`config.mk`:
```
export PLATFORM = sky130hd
export DESIGN_NAME = dmem_lsu_port_flat
export DESIGN_NICKNAME = d
export VERILOG_FILES = /design/src/rtl/dmem_lsu_port_if.sv /design/src/rtl/dmem_lsu_port.sv /design/src/flat_wrapper.sv
export SDC_FILE = /design/constraint.sdc
export NUM_CORES = 1
export LEC_CHECK = 0
export ABC_AREA = 1
export BUFFER_PORTS_ARGS = -buffer_cell sky130_fd_sc_hd__buf_2
export CORE_MARGIN = 3
export CORE_UTILIZATION = 50
export CTS_CLUSTER_DIAMETER = 150
export DETAILED_ROUTE_END_ITERATION = 8
export PLACE_DENSITY = 0.8
export REMOVE_ABC_BUFFERS = 1
export SLEW_MARGIN = 20
export SYNTH_ARGS = -nofsm -noshare
export SYNTH_HDL_FRONTEND = slang
export SYNTH_SLANG_ARGS = --single-unit
```
`constraint.sdc`:
```
create_clock -name clk -period 1.9 [get_ports clk]
set_input_delay 0.38 -clock clk [delete_from_list [all_inputs] [get_ports clk]]
set_output_delay 0.38 -clock clk [all_outputs]
set_load 0.03 [all_outputs]
```
`src/rtl/dmem_lsu_port_if.sv`:
```
// CPU request/response channel plus SRAM port-2 signals of the data-memory LSU.
interface dmem_lsu_port_if #(
    parameter int ADDR_W = 10
);
    logic              req_valid;
    logic              req_ready;
    logic              req_we;
    logic [1:0]        req_size;
    logic              req_signed;
    logic [ADDR_W+1:0] req_addr;
    logic [31:0]       req_wdata;
    logic              rsp_valid;
    logic [31:0]       rsp_rdata;
    logic              rsp_err;
    logic [ADDR_W-1:0] abus2;
    logic [31:0]       dbus2i;
    logic [31:0]       dbus2o;
    logic              re2;
    logic [3:0]        bwe;

    // slave: the LSU itself; master: the CPU plus SRAM environment around it
    modport slave (
        input  req_valid, req_we, req_size, req_signed, req_addr, req_wdata, dbus2o,
        output req_ready, rsp_valid, rsp_rdata, rsp_err, abus2, dbus2i, re2, bwe
    );
    modport master (
        output req_valid, req_we, req_size, req_signed, req_addr, req_wdata, dbus2o,
        input  req_ready, rsp_valid, rsp_rdata, rsp_err, abus2, dbus2i, re2, bwe
    );
endinterface

```
`src/rtl/dmem_lsu_port.sv`:
```
// Single-outstanding load/store unit for SRAM port 2: lane enables and replication
// for stores, lane extraction and sign/zero extension for loads.
//
//  state  | meaning
//  IDLE   | ready for a request
//  ISSUE  | SRAM samples abus2/bwe/re2 at the end of this cycle
//  WAIT   | read data on dbus2o, extracted into rsp_rdata
//  ERR    | misaligned/illegal request, no SRAM access
//  RESP   | one-cycle rsp_valid pulse
module dmem_lsu_port #(
    parameter int ADDR_W = 10
) (
    input  logic            clk,
    input  logic            rst_n,
    dmem_lsu_port_if.slave  bus
);
    typedef enum logic [2:0] {
        S_IDLE  = 3'd0,
        S_ISSUE = 3'd1,
        S_WAIT  = 3'd2,
        S_ERR   = 3'd3,
        S_RESP  = 3'd4
    } state_t;

    state_t            state_q, state_d;
    logic              we_q;
    logic [1:0]        size_q;
    logic              signed_q;
    logic [1:0]        off_q;
    logic [3:0]        bwe_q;
    logic [ADDR_W-1:0] abus2_q;
    logic [31:0]       dbus2i_q;
    logic [31:0]       rdata_q;
    logic              err_q;

    logic              accept;
    logic              illegal;
    logic [1:0]        off_in;
    logic [3:0]        bwe_enc;
    logic [31:0]       wdata_rep;
    logic [7:0]        ld_byte;
    logic [15:0]       ld_half;
    logic [31:0]       ld_ext;

    assign off_in = bus.req_addr[1:0];
    assign accept = bus.req_valid && (state_q == S_IDLE);

    always_comb begin
        illegal = 1'b0;
        case (bus.req_size)
            2'b00:   illegal = 1'b0;
            2'b01:   illegal = off_in[0];
            2'b10:   illegal = (off_in != 2'b00);
            default: illegal = 1'b1;
        endcase
    end

    always_comb begin
        bwe_enc   = 4'b1111;
        wdata_rep = bus.req_wdata;
        case (bus.req_size)
            2'b00: begin
                bwe_enc   = 4'b0001 << off_in;
                wdata_rep = {4{bus.req_wdata[7:0]}};
            end
            2'b01: begin
                bwe_enc   = off_in[1] ? 4'b1100 : 4'b0011;
                wdata_rep = {2{bus.req_wdata[15:0]}};
            end
            default: begin
                bwe_enc   = 4'b1111;
                wdata_rep = bus.req_wdata;
            end
        endcase
    end

    always_comb begin
        ld_byte = bus.dbus2o[{off_q, 3'b000} +: 8];
        ld_half = bus.dbus2o[{off_q[1], 4'b0000} +: 16];
        case (size_q)
            2'b00:   ld_ext = {{24{signed_q & ld_byte[7]}}, ld_byte};
            2'b01:   ld_ext = {{16{signed_q & ld_half[15]}}, ld_half};
            default: ld_ext = bus.dbus2o;
        endcase
    end

    always_ff @(posedge clk or negedge rst_n) begin
        if (!rst_n) state_q <= S_IDLE;
        else        state_q <= state_d;
    end

    always_comb begin
        state_d = state_q;
        case (state_q)
            S_IDLE:  if (accept) state_d = illegal ? S_ERR : S_ISSUE;
            S_ISSUE: state_d = we_q ? S_RESP : S_WAIT;
            S_WAIT:  state_d = S_RESP;
            S_ERR:   state_d = S_RESP;
            S_RESP:  state_d = S_IDLE;
            default: state_d = S_IDLE;
        endcase
    end

    always_comb begin
        bus.req_ready = (state_q == S_IDLE);
        bus.rsp_valid = (state_q == S_RESP);
        bus.re2       = (state_q == S_ISSUE) && !we_q;
        bus.bwe       = ((state_q == S_ISSUE) && we_q) ? bwe_q : 4'b0000;
        bus.abus2     = abus2_q;
        bus.dbus2i    = dbus2i_q;
        bus.rsp_rdata = rdata_q;
        bus.rsp_err   = err_q;
    end

    always_ff @(posedge clk or negedge rst_n) begin
        if (!rst_n) begin
            we_q     <= 1'b0;
            size_q   <= 2'b00;
            signed_q <= 1'b0;
            off_q    <= 2'b00;
            bwe_q    <= 4'b0000;
            abus2_q  <= '0;
            dbus2i_q <= 32'h0;
            rdata_q  <= 32'h0;
            err_q    <= 1'b0;
        end else begin
            if (accept) begin
                we_q     <= bus.req_we;
                size_q   <= bus.req_size;
                signed_q <= bus.req_signed;
                off_q    <= off_in;
                if (!illegal) begin
                    abus2_q <= bus.req_addr[ADDR_W+1:2];
                    if (bus.req_we) begin
                        bwe_q    <= bwe_enc;
                        dbus2i_q <= wdata_rep;
                    end
                end
            end
            // response payload is staged the cycle before RESP so it is stable with rsp_valid
            case (state_q)
                S_ISSUE: if (we_q) begin
                    rdata_q <= 32'h0;
                    err_q   <= 1'b0;
                end
                S_WAIT: begin
                    rdata_q <= ld_ext;
                    err_q   <= 1'b0;
                end
                S_ERR: begin
                    rdata_q <= 32'h0;
                    err_q   <= 1'b1;
                end
                default: ;
            endcase
        end
    end
endmodule

```
`src/flat_wrapper.sv`:
```
// flat-port wrapper written by rule: the top's interface ports become plain ports
module dmem_lsu_port_flat 
#(
    parameter int ADDR_W = 10
)
  (clk, rst_n, bus_req_valid, bus_req_we, bus_req_size, bus_req_signed, bus_req_addr, bus_req_wdata, bus_dbus2o, bus_req_ready, bus_rsp_valid, bus_rsp_rdata, bus_rsp_err, bus_abus2, bus_dbus2i, bus_re2, bus_bwe);
  dmem_lsu_port_if #(.ADDR_W(ADDR_W)) bus_i ();
  input  logic clk;
  input  logic rst_n;
  input wire logic [$bits(bus_i.req_valid)-1:0] bus_req_valid;
  input wire logic [$bits(bus_i.req_we)-1:0] bus_req_we;
  input wire logic [$bits(bus_i.req_size)-1:0] bus_req_size;
  input wire logic [$bits(bus_i.req_signed)-1:0] bus_req_signed;
  input wire logic [$bits(bus_i.req_addr)-1:0] bus_req_addr;
  input wire logic [$bits(bus_i.req_wdata)-1:0] bus_req_wdata;
  input wire logic [$bits(bus_i.dbus2o)-1:0] bus_dbus2o;
  output wire logic [$bits(bus_i.req_ready)-1:0] bus_req_ready;
  output wire logic [$bits(bus_i.rsp_valid)-1:0] bus_rsp_valid;
  output wire logic [$bits(bus_i.rsp_rdata)-1:0] bus_rsp_rdata;
  output wire logic [$bits(bus_i.rsp_err)-1:0] bus_rsp_err;
  output wire logic [$bits(bus_i.abus2)-1:0] bus_abus2;
  output wire logic [$bits(bus_i.dbus2i)-1:0] bus_dbus2i;
  output wire logic [$bits(bus_i.re2)-1:0] bus_re2;
  output wire logic [$bits(bus_i.bwe)-1:0] bus_bwe;
  assign bus_i.req_valid = bus_req_valid;
  assign bus_i.req_we = bus_req_we;
  assign bus_i.req_size = bus_req_size;
  assign bus_i.req_signed = bus_req_signed;
  assign bus_i.req_addr = bus_req_addr;
  assign bus_i.req_wdata = bus_req_wdata;
  assign bus_i.dbus2o = bus_dbus2o;
  assign bus_req_ready = bus_i.req_ready;
  assign bus_rsp_valid = bus_i.rsp_valid;
  assign bus_rsp_rdata = bus_i.rsp_rdata;
  assign bus_rsp_err = bus_i.rsp_err;
  assign bus_abus2 = bus_i.abus2;
  assign bus_dbus2i = bus_i.dbus2i;
  assign bus_re2 = bus_i.re2;
  assign bus_bwe = bus_i.bwe;
  dmem_lsu_port #(.ADDR_W(ADDR_W)) u_core (.clk(clk), .rst_n(rst_n), .bus(bus_i));
endmodule
```
# == Yosys cells after proc, flatten, opt, wreduce, memory -nomap -nowiden ==
# Cells that the tools add are included.
# word_totals
output_inout_bits,82
inputBits,83
word_cells,52
reg_bits,88
# classes
bitwise,3
shift,3
n_mux,14
n_eq_ne,9
n_reduce_logical,13
# ops
op,n
case mux 32 bit (2 select lines),2
case mux 32 bit (3 select lines),1
2-to-1 mux 32 bit,1
variable part select 32 x 6 -> 16 bit,1
variable part select 32 x 6 -> 8 bit,1
case mux 3 bit (3 select lines),1
2-to-1 mux 4 bit,2
case mux 4 bit (2 select lines),1
"equality test 3 x 2 -> 1 bit, second input constant",2
2-to-1 mux 3 bit,2
case mux 1 bit (3 select lines),2
"equality test 2 x 1 -> 1 bit, second input constant",2
zero test 2 bit,2
"!= test 2 x 1 -> 1 bit, second input constant",2
AND reduction 2 bit,2
"<< shifter 1 x 2 -> 4 bit, first input constant",1
"equality test 3 x 1 -> 1 bit, second input constant",1
"equality test 3 bit, second input constant",1
logical AND 1 bit,3
zero test 3 bit,1
AND reduction 3 bit,1
nonzero test 3 bit,1
bitwise AND 1 bit,2
"equality test 2 bit, second input constant",1
6 further kinds,6

# == Longest topological paths before layout ==
# Gate-level depths: netlist of the first run.
# logic_depth
ltp_word,5
depth_mapped,11
mapped_depth_nobuf,9

# == Worst setup path before layout of the first run ==
# OpenSTA, ideal clock, no wires.
# synth_path
kind,reg-to-output
startpoint,register u_core.state_q[2]
endpoint,output bus_bwe[0]
path_slack_ns,0.285
t_required_ns,1.520
stages_incl_launch_ff,6
arrival_ns,1.235
n_path_buf,0
path_cell_list,dfrtp_1 inv_2 nand3_1 nor2_1 inv_1 nor2_1
# synth_between
elab_chain_cells,3
# synth_rtl
item,line,text
"start, declared",dmem_lsu_port.sv:25,"state_t state_q, state_d;"
"start signal, assigned",dmem_lsu_port.sv:89,else state_q <= state_d;
equality test 3 x 1 -> 1 bit,dmem_lsu_port.sv:108,bus.bwe = ((state_q == S_ISSUE) && we_q) ? bwe_q : 4'b0000;
logical AND 1 bit,dmem_lsu_port.sv:108,
2-to-1 mux 4 bit,dmem_lsu_port.sv:108,
"end, declared",flat_wrapper.sv:24,output wire logic [$bits(bus_i.bwe)-1:0] bus_bwe;
# Every way passes these cells.

# == Final worst setup path of the first run ==
# layout_path
startpoint,register u_core.state_q[2]
endpoint,output bus_bwe[2]
# The elaborated chain is that of the path after synthesis.

==> out/metrics.yaml, run 1 <==
status:
  status: "finished, final reports clean"
timing:
  worstMarginPinSlew_ns: 0.566
  min_period_over_period: 0.972
  slew_violations: 0
  hold_violations: 0
  period_minus_slack_ns: 1.85
  fin_worst_skew_ns: 0.00921
  slew_headroom: 0.623
  max_freq_mhz: 542
  whs_ns: 0.00599
  finalSetupViolCount: 0
  postLayoutSetupSlackWorst_ns: 0.0537
drt:
  via_per_inst: 5.15
  antenna_left: 0
  wl_per_cell_um: 14.4
  dr.first_iter.drc_count: 132
  drt_pass1_iterations: 5
  drc: 0
  via_count: 4466
  drt-total-wl_um: 12500
floorplan:
  core_area_mm2: 0.00881
  dieHeight_um: 102
  num_rows: 34
  ioPinCount: 165
  initial_core_util: 0.518
  die_w_um: 102
  die_area_mm2: 0.0103
global_route:
  antenna_found_initial: 0
  grt_usage: 0.251
  grt_overflow: 0
  grt_pass1_vias: 4406
  met2_usage: 0.419
  gr-max-usage-layer: "met2"
  gr-usage-met1: 0.324
  grt_util_met3: 0.0647
  grt_first_pass_wirelength_um: 20500
  grt_max_degree: 44
power:
  power.switching_mw: 5.22
  clkPwrFrac: 0.131
  p_per_area_mw_per_mm2: 1790
  p_leak_nw: 3.32
  internal_power_mw: 5.09
  vdd_drop_max_v: 0.000947
  pwr-share-comb: 0.547
  sw_frac_of_total: 0.506
  seqPwrFrac: 0.322
yosys:
  ys_types: 22
  synthArstFlopShare: 1.00
  yosysTopAreaCell: "dfrtp_1"
  synth_common_cells: "nand2_1 (246), dfrtp_1 (88), nor2_1 (49)"
  synth_top_area_share: 0.482
  yosysMostFrequentCell: "nand2_1"
  netlist_top_cells_area: "dfrtp_1 (48%), nand2_1 (20%), o21ai_2 (7.3%), a21oi_1 (4.1%), nor2_1 (4.0%)"
  netlist_area_mm2: 0.00456
  synth_ff_type: "dfrtp_1"
  ys_ff_latch: 88
  synth_edf_count: 0
  synth_area_per_cell_um2: 7.79
  ys_warn_count: 0
  ys_seq_area_frac: 0.482
  netlist_instances: 586
worst_setup_path:
  crit_required_ns: 1.52
  startpoint_type: "flip-flop"
  cp.arrival_ns: 1.47
  critical_path_class: "reg2out"
  endpoint_kind: "primary output"
  crit_fanout: 5
finish:
  diodes: 0
  fin_util: 0.655
  final_nets: 837
  fillers: 788
  drive_gt1_frac: 0.360
  multiInputGateArea_mm2: 0.00205
  register_area_mm2: 0.00220
  area_growth_pct: 26.3
cts:
  postCtsHoldBufs: 0
  htree_levels: 3
  cts_tree: "built"
  cts.clk_slew.worst_paths_ns: 0.09
  root_buffer: "clkbuf_8"
  numCtsBuffers: 9
  numClockSinks: 88
  insertion_delay_ns: 0.36
  clk_path_buf_depth: 2
placed_design:
  dpl_worst_slack_ns: 0.136
  port_buffers: 164
  place_congestion: 0.860
  hpwlAfterDp_um: 9310
hold_path:
  hold_path.class: "in2async"
run:
  cap_viol_max_count: 0
-- cell type report --
type                            instances  share of cell area
Tap cell                              108              0.0234
Timing Repair Buffer                  184               0.179
Clock buffer                            9              0.0215
Multi-Input combinational cell        435               0.356
Sequential cell                        88               0.382
Clock inverter                          7              0.0132
Inverter                               36              0.0243
-- power by group through the flow --
stage	registers (mW)	clock network (mW)	logic, mW
3_5_place_dp	3.33	0	5.56
6_report	3.32	1.35	5.64
4_1_cts	3.31	1.36	5.59
3_3_place_gp	3.32	0	5.41
5_1_grt	3.43	1.45	6.20
2_1_floorplan	4.81	0	2.27
-- cells by family after synthesis --
logic type	synth area share
simple gates	0.314
compound gates	0.131
flops	0.482
buf+inv	0.0724
-- what timing repair did --
| item | CTS | global route |
|---|---|---|
| setup endpoints to repair | 4 | 36 |
| resized for setup | 4 | 7 |
| setup buffers | 1 | 4 |
| cloned | 0 | 0 |
| pin swaps | 0 | 3 |
-- layer usage --
layer,vias up,part of all wire
li1,2169,-
met5,-,0
met3,17,0.091
met4,0,0.014
met1,2074,0.42
met2,206,0.48
-- critical path: stages (launching register included) --
cell	delay (ns)
dfrtp_1	0.40
inv_2	0.12
nand3_4	0.10
nor2_4	0.13
inv_2	0.06
nor2_2	0.13
buf_4	0.17
-- layout by cell type (no fill, tap or decap), types with 9 or more instances in the layout --
| cell | count |
|---|---|
| dfrtp_1 | 88 |
| nor2_1 | 47 |
| nand2_2 | 15 |
| clkbuf_8 | 9 |
| o21ai_2 | 38 |
| a21oi_1 | 37 |
| inv_1 | 26 |
| buf_4 | 21 |
| o21ai_0 | 13 |
| nand2_1 | 246 |
| buf_2 | 159 |
| nand3_1 | 26 |
-- sequential cells by signal, summed over array words and instances, names as in the netlist --
register / cells
u_core.bus.abus2: 10
u_core.state_q: 3
u_core.signed_q: 1
u_core.bus.rsp_err: 1
u_core.we_q: 1
u_core.bus.dbus2i: 32
u_core.off_q: 2
u_core.size_q: 2
u_core.bwe_q: 4
u_core.bus.rsp_rdata: 32
-- per-stage QoR --
stage	instance area, um2	TNS (ns)	instances	power, mW
after floorplan	4370	-5.31	559	7.09
final	5770	0	867	10.3
after global placement	5500	0	846	8.74
after CTS	5710	0	863	10.3
after global routing	5770	-0.0196	867	11.1
after detailed placement	5500	0	846	8.89
-- path summary, 6_finish.rpt --
kind | from | end | slack [ns] | cells past startpoint
worst max-delay path | u_core.state_q[2]$_DFFE_PN0P_ | bus_bwe[2] | 0.05 | 6
worst min-delay path | rst_n | u_core.bus.dbus2i[1]$_DFFE_PN0P_ | 0.006 | 1
worst max register to register | u_core.off_q[1]$_DFFE_PN0P_ | u_core.bus.rsp_rdata[27]$_DFFE_PN0P_ | 0.34 | 9
worst min register to register | u_core.bus.abus2[7]$_DFFE_PN0P_ | u_core.bus.abus2[7]$_DFFE_PN0P_ | 0.48 | 2
max in group asynchronous | rst_n | u_core.bus.rsp_rdata[22]$_DFFE_PN0P_ | 1.36 | 2
min in group clk | bus_req_addr[2] | u_core.bus.abus2[0]$_DFFE_PN0P_ | 0.22 | 3
No activity file was read; power rests on OpenSTA's default activity.
==> run 2, diff against run 1 <==
Settings changed: CORE_ASPECT_RATIO set to 0.7.
==> run 2 against run 1 <==
Effect of this change: routed wire length shrank 2.6%; worst setup slack gained 0.0069 ns; final area grew 1.1%; combinational power shrank 0.7%; critical path depth is the same; sequential power is essentially flat; clock-buffer cell count grew 5; largest power group unchanged.
==> out/metrics.yaml, run 2 (same netlist as run 1, synthesis figures left out) <==
drt:
  drt_pass1_iterations: 5
  drt-total-wl_um: 12200
  via_per_inst: 4.97
  via_count: 4342
  drc: 0
  wl_per_cell_um: 14.0
  antenna_left: 0
  dr.first_iter.drc_count: 347
worst_setup_path:
  path_buf_inv: 3
  cp.arrival_ns: 1.46
  cp_slowest_cell: "dfrtp_1"
  worstPathCellList: "inv_2 -> nand3_2 -> nor2_4 -> inv_2 -> nor2_1 -> buf_4"
  critical_path_class: "reg2out"
  crit_required_ns: 1.52
  endpoint_kind: "primary output"
  crit_fanout: 5
  startpoint_type: "flip-flop"
  crit_family: "flip-flops"
  max_stage_delay_ns: 0.39
  worst_path_most_repeated_cell: "inv_2"
cts:
  cts.clk_slew.worst_paths_ns: 0.06
  root_buffer: "clkbuf_16"
  numCtsBuffers: 9
  htree_levels: 3
  insertion_delay_ns: 0.33
  clk_path_buf_depth: 2
  cts_tree: "built"
  numClockSinks: 88
power:
  p_leak_nw: 3.34
  p_per_area_mw_per_mm2: 1830
  vdd_drop_max_v: 0.000865
placed_design:
  dpl_worst_slack_ns: 0.204
  port_buffers: 164
  placed_cell_area_mm2: 0.00548
  hpwlAfterDp_um: 9110
  place_congestion: 0.858
floorplan:
  initial_core_util: 0.527
  core_area_mm2: 0.00865
  die_w_um: 120
  ioPinCount: 165
  num_rows: 28
  dieHeight_um: 85.9
  die_area_mm2: 0.0103
timing:
  min_period_over_period: 0.968
  finalSetupViolCount: 0
  worstMarginPinSlew_ns: 0.670
  slew_headroom: 0.553
  fin_worst_skew_ns: 0.00649
  rsz0062_at_grt: "false"
  slew_violations: 0
  max_freq_mhz: 544
  hold_violations: 0
  period_minus_slack_ns: 1.84
  postLayoutSetupSlackWorst_ns: 0.0606
global_route:
  grt_first_pass_wirelength_um: 19900
  grt_usage: 0.237
  grt_overflow: 0
  antenna_found_initial: 0
  grt_max_degree: 51
  grt_pass1_vias: 4199
finish:
  area_growth_pct: 27.7
  drive_gt1_frac: 0.354
  fin_util: 0.674
  diodes: 0
  final_common_cell: "nand2_1"
  final_nets: 832
  finalInstanceArea_mm2: 0.00583
  layout_common_cells: "nand2_1 (246), buf_2 (159), dfrtp_1 (88)"
run:
  cap_viol_max_count: 0
hold_path:
  hold_path.class: "in2async"
status:
  status: "finished, final reports clean"
==> run 2: final timing paths <==
check,start,to,slack [ns],cells past startpoint
max,u_core.state_q[2]$_DFFE_PN0P_,bus_bwe[3],0.06,6
min,rst_n,u_core.bus.rsp_rdata[3]$_DFFE_PN0P_,0.02,1
max reg2reg,u_core.state_q[1]$_DFFE_PN0P_,u_core.bus.dbus2i[16]$_DFFE_PN0P_,0.20,9
min reg2reg,u_core.bus.abus2[5]$_DFFE_PN0P_,u_core.bus.abus2[5]$_DFFE_PN0P_,0.46,2
max in group asynchronous,rst_n,u_core.bus.rsp_rdata[17]$_DFFE_PN0P_,1.24,2
min in group clk,bus_req_addr[4],u_core.bus.abus2[2]$_DFFE_PN0P_,0.25,3
==> run 2: metrics by stage <==
stage,instances,setup TNS (ns),hold WS [ns],power (mW)
after floorplan,559,-5.31,0.0844,7.09
after global placement,855,0,0.377,8.70
after detailed placement,855,0,0.380,8.86
after CTS,872,0,0.0273,10.7
after global routing,874,0,0.0557,11.4
final,874,0,0.0192,10.7
==> run 2: timing repair <==
| item | in CTS | in global routing |
|---|---|---|
| setup buffers | 1 | 2 |
| endpoints found under the setup margin | 4 | 4 |
| pin swaps | 0 | 1 |
| hold buffers | 0 | 0 |
| resized for setup | 6 | 5 |
==> run 2: cell type report <==
class	count	area (um2)
Timing Repair Buffer	179	983
Tap cell	120	150
Clock inverter	2	37.5
Sequential cell	88	2200
Inverter	36	140
Multi-Input combinational cell	435	2050
Clock buffer	14	264
Fill cell	767	2820
==> run 2: metal layers <==
metal	global-route usage	up-vias	wire length, um
met1	0.330	2008	5650
li1	-	2166	-
met2	0.386	155	5710
met3	0.0428	13	728
met4	0.0644	0	123
met5	0	-	0
==> run 2: where the power goes <==
part	switching (mW)	internal, mW	total, mW
sequential	0.547	2.76	3.31
combinational	3.92	1.68	5.60
clock	0.688	1.09	1.78
total	5.16	5.53	10.7
